### config.mk
export PLATFORM = sky130hd
export DESIGN_NAME = stopwatch_key_conditioner
export DESIGN_NICKNAME = d
export VERILOG_FILES = /design/src/rtl/stopwatch_key_conditioner.sv
export SDC_FILE = /design/constraint.sdc
export NUM_CORES = 1
export LEC_CHECK = 0
export CAP_MARGIN = 20
export CORE_ASPECT_RATIO = 0.8
export CORE_MARGIN = 5
export CORE_UTILIZATION = 61
export CTS_CLUSTER_DIAMETER = 150
export CTS_CLUSTER_SIZE = 24
export DETAILED_ROUTE_END_ITERATION = 16
export HOLD_SLACK_MARGIN = 0.02
export PLACE_DENSITY = 0.81
export REMOVE_ABC_BUFFERS = 1
export SLEW_MARGIN = 20
export SYNTH_ARGS = -nofsm -noshare
export SYNTH_HDL_FRONTEND = slang
export SYNTH_SLANG_ARGS = --single-unit
### constraint.sdc
create_clock -name Clk -period 2.6 [get_ports Clk]
set_input_delay 0.52 -clock Clk [delete_from_list [all_inputs] [get_ports Clk]]
set_output_delay 0.52 -clock Clk [all_outputs]
set_load 0.005 [all_outputs]
### src/rtl/stopwatch_key_conditioner.sv
// Key conditioner for the stopwatch front panel.
// Each raw active-low button is synchronised, debounced by a four-state FSM
// with a stability counter, and turned into a clean level plus press/release pulses.
module stopwatch_key_conditioner #(
    parameter int unsigned N_KEYS          = 3,
    parameter int unsigned DEBOUNCE_CYCLES = 1000000,
    parameter int unsigned CNT_W           = 20
) (
    input  logic              Clk,
    input  logic              Rst_n,
    input  logic [N_KEYS-1:0] KeyN,
    output logic [N_KEYS-1:0] Level,
    output logic [N_KEYS-1:0] Press,
    output logic [N_KEYS-1:0] Release
);

    typedef enum logic [1:0] {
        ST_IDLE      = 2'd0,
        ST_ARMING    = 2'd1,
        ST_HELD      = 2'd2,
        ST_DISARMING = 2'd3
    } state_e;

    localparam logic [CNT_W-1:0] CNT_LAST = CNT_W'(DEBOUNCE_CYCLES - 1);

    logic [N_KEYS-1:0] sync1_q;
    logic [N_KEYS-1:0] sync2_q;

    state_e            state_q [N_KEYS];
    state_e            state_d [N_KEYS];
    logic [CNT_W-1:0]  cnt_q   [N_KEYS];
    logic [CNT_W-1:0]  cnt_d   [N_KEYS];

    logic [N_KEYS-1:0] level_q,   level_d;
    logic [N_KEYS-1:0] press_q,   press_d;
    logic [N_KEYS-1:0] release_q, release_d;

    // Two-flop synchroniser on the inverted (active-high) raw keys.
    always_ff @(posedge Clk or negedge Rst_n) begin
        if (!Rst_n) begin
            sync1_q <= '0;
            sync2_q <= '0;
        end else begin
            sync1_q <= ~KeyN;
            sync2_q <= sync1_q;
        end
    end

    // State, counter and registered outputs for every key.
    always_ff @(posedge Clk or negedge Rst_n) begin
        if (!Rst_n) begin
            for (int unsigned i = 0; i < N_KEYS; i++) begin
                state_q[i] <= ST_IDLE;
                cnt_q[i]   <= '0;
            end
            level_q   <= '0;
            press_q   <= '0;
            release_q <= '0;
        end else begin
            for (int unsigned i = 0; i < N_KEYS; i++) begin
                state_q[i] <= state_d[i];
                cnt_q[i]   <= cnt_d[i];
            end
            level_q   <= level_d;
            press_q   <= press_d;
            release_q <= release_d;
        end
    end

    // Next-state and counter logic; a change is accepted after DEBOUNCE_CYCLES stable samples.
    always_comb begin
        for (int unsigned i = 0; i < N_KEYS; i++) begin
            state_d[i] = ST_IDLE;
            cnt_d[i]   = '0;
            case (state_q[i])
                ST_IDLE: begin
                    if (sync2_q[i]) begin
                        state_d[i] = ST_ARMING;
                        cnt_d[i]   = CNT_W'(1);
                    end else begin
                        state_d[i] = ST_IDLE;
                    end
                end
                ST_ARMING: begin
                    if (!sync2_q[i]) begin
                        state_d[i] = ST_IDLE;
                    end else if (cnt_q[i] == CNT_LAST) begin
                        state_d[i] = ST_HELD;
                    end else begin
                        state_d[i] = ST_ARMING;
                        cnt_d[i]   = cnt_q[i] + 1'b1;
                    end
                end
                ST_HELD: begin
                    if (!sync2_q[i]) begin
                        state_d[i] = ST_DISARMING;
                        cnt_d[i]   = CNT_W'(1);
                    end else begin
                        state_d[i] = ST_HELD;
                    end
                end
                ST_DISARMING: begin
                    if (sync2_q[i]) begin
                        state_d[i] = ST_HELD;
                    end else if (cnt_q[i] == CNT_LAST) begin
                        state_d[i] = ST_IDLE;
                    end else begin
                        state_d[i] = ST_DISARMING;
                        cnt_d[i]   = cnt_q[i] + 1'b1;
                    end
                end
                default: begin
                    state_d[i] = ST_IDLE;
                    cnt_d[i]   = '0;
                end
            endcase
        end
    end

    // Outputs derived from the upcoming state so level and pulses register together.
    always_comb begin
        level_d   = '0;
        press_d   = '0;
        release_d = '0;
        for (int unsigned i = 0; i < N_KEYS; i++) begin
            level_d[i]   = (state_d[i] == ST_HELD) || (state_d[i] == ST_DISARMING);
            press_d[i]   = (state_q[i] == ST_ARMING) && (state_d[i] == ST_HELD);
            release_d[i] = (state_q[i] == ST_DISARMING) && (state_d[i] == ST_IDLE);
        end
    end

    assign Level   = level_q;
    assign Press   = press_q;
    assign Release = release_q;

endmodule

==> results_dict.tcl <==
set metrics [dict create \
    nFillCells 426 \
    clk_pin_slew_worst_paths_ns 0.08 \
    synth_area_sq_um 3810 \
    cts_max_level 3 \
    synth_largest_area_cell "dfrtp_1" \
    clock_skew_ns 0.00653 \
    routed_wl_mm 6.82 \
    powerDensity_nw_per_um2 556 \
    crit_type "reg -> reg" \
    numCtsBuffers 9 \
    vias 2680 \
    yosys_register_bits 80 \
    ctsHoldBuffers 0 \
    async_flop_share_pct 100 \
    p_total_uw 2360 \
    setup_viol 0 \
    status "complete, no violations" \
    final_area_sq_um 4250 \
    vias_per_cell 5.75 \
    min_path_type "in -> async" \
    wl_per_cell_um 14.6 \
    start_kind "register" \
    cts_tree "yes" \
    overflow 0 \
    synthTopCellsByArea "dfrtp_1 (53%), xor2_1 (5.3%), nor2_1 (4.6%), xnor2_1 (3.7%), nand3_1 (2.5%)" \
    layout-drive-gt1-share_pct 10.9 \
    rsz0062_at_grt "no" \
    yosys_warnings 0 \
    synthFlopType "dfrtp_1" \
    synth.distinct_cells 48 \
    min_period_ns 2.17 \
    fin_crit_sh_pct 83.4 \
    synth_enable_flop_cells 0 \
    syn2layout_area_growth_pct 11.5 \
    cts_num_sinks 80 \
    max_freq_ghz 0.461 \
    cts-resized-gates 0 \
    core_sq_um 5970 \
    yosysSeqAreaShare_pct 52.6 \
    pin_count 14 \
    clockBufferDepth 2 \
    peakVddDrop_mv 0.380 \
    portBuffers 13 \
    hold_viol 0 \
    synth_common_cells "dfrtp_1 (80), nor2_1 (47), xor2_1 (23), nand2_1 (21), nand3_1 (19)" \
    antenna_found_initial 0 \
    dp_hpwl_mm 4.42 \
    grt.total_usage_pct 19.6 \
    ant_nets 0 \
    cp-end-kind "register" \
    rows 25 \
    worst_pin_slew_ns 0.493 \
    firstDrtPassIters 4 \
    die_width_um 98.3 \
    cts_root_buffer "clkbuf_8" \
    die_h_um 80.7 \
    first_global_vias 2656 \
    start_util_pct 63.7 \
    placed_area_sq_um 4020 \
    max-cap-violations 0 \
    required_ns 2.84 \
    grt_max_degree 81 \
    arrival_ns 2.41 \
    syn_inst 365 \
    post_cts_buffers 0 \
    cp_max_fo 5 \
    antenna_cells 0 \
    synth.avg_cell_area_sq_um 10.4 \
    yosysMostFrequentCell "dfrtp_1" \
    globalplace.congestion 0.849 \
    drtIter0Drc 116 \
    relSlewSlack_pct 67.0 \
    clock_latency_ns 0.35 \
    grt_pass1_wl_mm 12.4 \
    synth_top_area_share_pct 52.6 \
    slew_viol_final 0 \
    drc_errors 0 \
    die_area_sq_um 7930 \
    p_leak_uw 0.00175 \
    nets 388 \
]
## worst max-delay path, cell delays in order, from the launching register on
cell and delay (ns):
dfrtp_1 0.41, ha_1 0.25, nand4_2 0.18, or4_4 0.59, nor3_4 0.26, mux2_2 0.36
## logic make-up (layout without fill, tap and decap cells)
family / after synthesis / in the layout / synth area share [%]
AO/OA/AOI/OAI: 40 / 40 / 6.61
XOR/XNOR: 39 / 39 / 8.97
multiplexers: 5 / 5 / 1.68
flip-flops: 80 / 80 / 52.6
buffers and inverters: 25 / 45 / 3.02
adder cells (fa/ha/maj): 3 / 3 / 0.986
AND/OR/NAND/NOR: 173 / 173 / 26.2
## path summary, 6_finish.rpt
check                                     start                    to  slack, ns  depth (start not counted)
setup / recovery             cnt_q[0]$_DFF_PN0_    Level[2]$_DFF_PN0_       0.43                          5
hold / removal                            Rst_n   cnt_q[58]$_DFF_PN0_       0.17                          2
setup reg to reg             cnt_q[0]$_DFF_PN0_    Level[2]$_DFF_PN0_       0.43                          5
hold reg to reg            sync1_q[0]$_DFF_PN0_  sync2_q[0]$_DFF_PN0_       0.36                          0
max in group asynchronous                 Rst_n   cnt_q[35]$_DFF_PN0_       2.10                          2
min in group Clk           sync1_q[0]$_DFF_PN0_  sync2_q[0]$_DFF_PN0_       0.36                          0
## power breakdown
| part | leakage, uW | internal [uW] | switching, uW |
|---|---|---|---|
| clock | 0.000109 | 569 | 451 |
| combinational | 0.000547 | 23.5 | 49.4 |
| sequential | 0.00109 | 1260 | 12.6 |
| total | 0.00175 | 1850 | 513 |
## layer usage
metal	GRT usage (%)	vias up	wire [um]	share of wire (%)
li1	-	1340	-	-
met2	29.8	46	3100	45
met1	26.5	1286	3370	49
met3	6.77	8	265	3.9
met5	0	-	0	0
met4	6.28	0	86	1.3
## state kept, by name, indices dropped and copies added (netlist names)
register  cells
Release       3
state_q       5
cnt_q        60
Level         3
sync1_q       3
sync2_q       3
Press         3
## layout make-up
cell class,instances,area (sq um),share of cell area (%)
clock buffers,10,138,3.24
repair buffers,17,170,4.01
clock inverters,6,92.6,2.18
flip-flops and latches,80,2000,47.1
well taps,81,101,2.39
multi-input cells,260,1700,40.0
inverters,12,45.0,1.06
## stage by stage
| stage | util, % | std cells | TNS (ns) | setup slack, ns | hold WS, ns |
|---|---|---|---|---|---|
| global route | 71.1 | 466 | 0 | 0.279 | 0.198 |
| detailed placement | 67.2 | 450 | 0 | 0.454 | 0.338 |
| CTS | 71.1 | 466 | 0 | 0.429 | 0.191 |
| floorplan | - | 352 | -8.89 | -0.509 | 0.224 |
| finish | 71.1 | 466 | 0 | 0.430 | 0.175 |
| global placement | 67.2 | 450 | 0 | 0.519 | 0.335 |
## placed cells by master (no fill, tap or decap), drive strengths merged, types with 10 or more instances in the layout
| cell type | instances |
|---|---|
| clkbuf | 10 |
| nand3 | 20 |
| xor2 | 23 |
| nor2 | 47 |
| inv | 12 |
| dfrtp | 80 |
| nand2 | 21 |
| xnor2 | 16 |
| nand4 | 19 |
| clkdlybuf4s50 | 12 |
| a21oi | 17 |
Note: power is estimated with default switching activity, not from simulation.
==> RTL edit, RTL diff (config.mk and constraints unchanged) <==
Register the input `KeyN` before use, without a reset. The logic sees it one clock later.
--- a/src/rtl/stopwatch_key_conditioner.sv
+++ b/src/rtl/stopwatch_key_conditioner.sv
@@ -25,2 +25,8 @@
 
+    logic [N_KEYS-1:0] KeyN_q;
+
+    always_ff @(posedge Clk) begin
+        KeyN_q <= KeyN;
+    end
+
     logic [N_KEYS-1:0] sync1_q;
@@ -43,3 +49,3 @@
         end else begin
-            sync1_q <= ~KeyN;
+            sync1_q <= ~KeyN_q;
             sync2_q <= sync1_q;
Function: no difference found for any inputs over 10 cycles, from zero or initial values and one cycle with Rst_n low; that may be too few to reach the edited logic, so the function may still have changed.
==> RTL edit against the unedited design <==
  * Total power fell by 6.0%
  * Setup slack barely moved
  * Sequential share of layout area rose by 1.4 points
  * First-iteration DRC count fell by 28%
  * Wire length rose by 1.2%
  * Sequential cell count rose by 3
  * Cell count rose by 1.1%
  * Design area rose by 0.12%
  * Area after synthesis rose by 1.6%
  * Largest cell class unchanged
  * Highest routed layer unchanged
==> RTL edit: results (changes against the unedited design) <==
metric;value;unit;change
status;completed;;
grt_max_degree;48;;-41%
async_reset_ff_share;96.4;%;-3.6 points
gp_congestion;0.802;;-5.5%
dp_cells;455;;+1.1%
p_sw_share;23.3;%;+1.6 points
drive_above_1_share;10.3;%;-0.57 points
finClkSkew;0.0108;ns;+0.00430 ns
track_usage;19.0;%;-0.60 points
postSynthCellCount;368;;+0.82%
yosysSeqAreaShare;53.3;%;+0.74 points
hpwl;4760;um;+7.5%
grt_pass1_wl;12300;um;-0.61%
nFillCells;482;;+13%
layoutNonFillerInstCount;471;;+1.1%
wirelength;6900;um;+1.2%
final_nets;390;;+0.52%
ir_drop;0.000356;V;-6.1%
synth_area_leaders;dfrtp_1 (52%), xor2_1 (5.2%), nor2_1 (4.6%), xnor2_1 (3.6%), nand3_1 (2.5%);;
p_leak;0.00174;uW;-0.11%
synth_top_cell_area_share;51.8;%;-0.82 points
grt_pass1_vias;2735;;+3.0%
relSlewSlack;64.7;%;-2.4 points
synth_cell_type_count;49;;+2.1%
drt_iter0_drc;84;;-28%
place_ws;0.410;ns;-0.0441 ns
path_max_fanout;5;;unchanged
[RTL edit: cell count changes in the layout (fill, tap and decap cells not counted)]
cell	change
dfxtp_1	+3
bufinv_16	-2
buf_4	-1
clkbuf_1	+1
clkinv_2	+1
clkinv_4	-1
inv_6	+1
[RTL edit: per-layer routing]
layer  GRT usage [%]  wire length [um]
met5               0                 0
met3            5.15               255
met2            29.4              3070
met1            26.1              3470
met4            6.82               109
[RTL edit: worst paths after layout]
check	start	to	slack (ns)	cells after the start
setup / recovery	cnt_q[0]	Level[2]	0.43	5
setup reg to reg	cnt_q[0]	Level[2]	0.43	5
min in group Clk	sync1_q[2]	sync2_q[2]	0.35	0
hold reg to reg	sync1_q[2]	sync2_q[2]	0.35	0
hold / removal	Rst_n	cnt_q[54]	0.1	1
max in group asynchronous	Rst_n	cnt_q[12]	1.91	2
[RTL edit: stage by stage]
stage / util [%] / total power [uW] / hold WS (ns)
finish: 67.7 / 2220 / 0.0976
global route: 67.7 / 2330 / 0.127
CTS: 67.7 / 2250 / 0.114
detailed placement: 64.9 / 1420 / 0.336
global placement: 64.9 / 1420 / 0.333
floorplan: - / 1370 / 0.224
[RTL edit: cell type report]
| type | instances | share of cell area (%) |
|---|---|---|
| Timing Repair Buffer | 16 | 3.83 |
| Clock buffer | 11 | 3.33 |
| Inverter | 12 | 1.06 |
| Multi-Input combinational cell | 260 | 39.9 |
| Sequential cell | 83 | 48.5 |
| Tap cell | 84 | 2.47 |
| Clock inverter | 5 | 0.883 |
[RTL edit: cells by family after synthesis]
| family | synth area share, % |
|---|---|
| AOI/OAI and AO/OA | 6.50 |
| xor gates and xnor gates | 8.83 |
| adders and majority gates | 0.971 |
| buffers and inverters | 2.98 |
| DFF | 53.3 |
| muxes | 1.65 |
| and+or+nand+nor | 25.8 |
[RTL edit: power by group through the flow]
| stage | Clock [uW] | Combinational [uW] | Sequential, uW |
|---|---|---|---|
| after floorplan | 0 | 30.6 | 1340 |
| after global placement | 0 | 72.7 | 1340 |
| after detailed placement | 0 | 74.3 | 1340 |
| after CTS | 862 | 74.5 | 1320 |
| after global routing | 924 | 85.1 | 1320 |
| final | 832 | 71.1 | 1320 |
[RTL edit: critical path, stage by stage, from the launching register on]
cell     delay (ns)
dfrtp_1        0.41
ha_1           0.26
nand4_2        0.19
or4_4          0.60
nor3_4         0.25
mux2_2         0.37
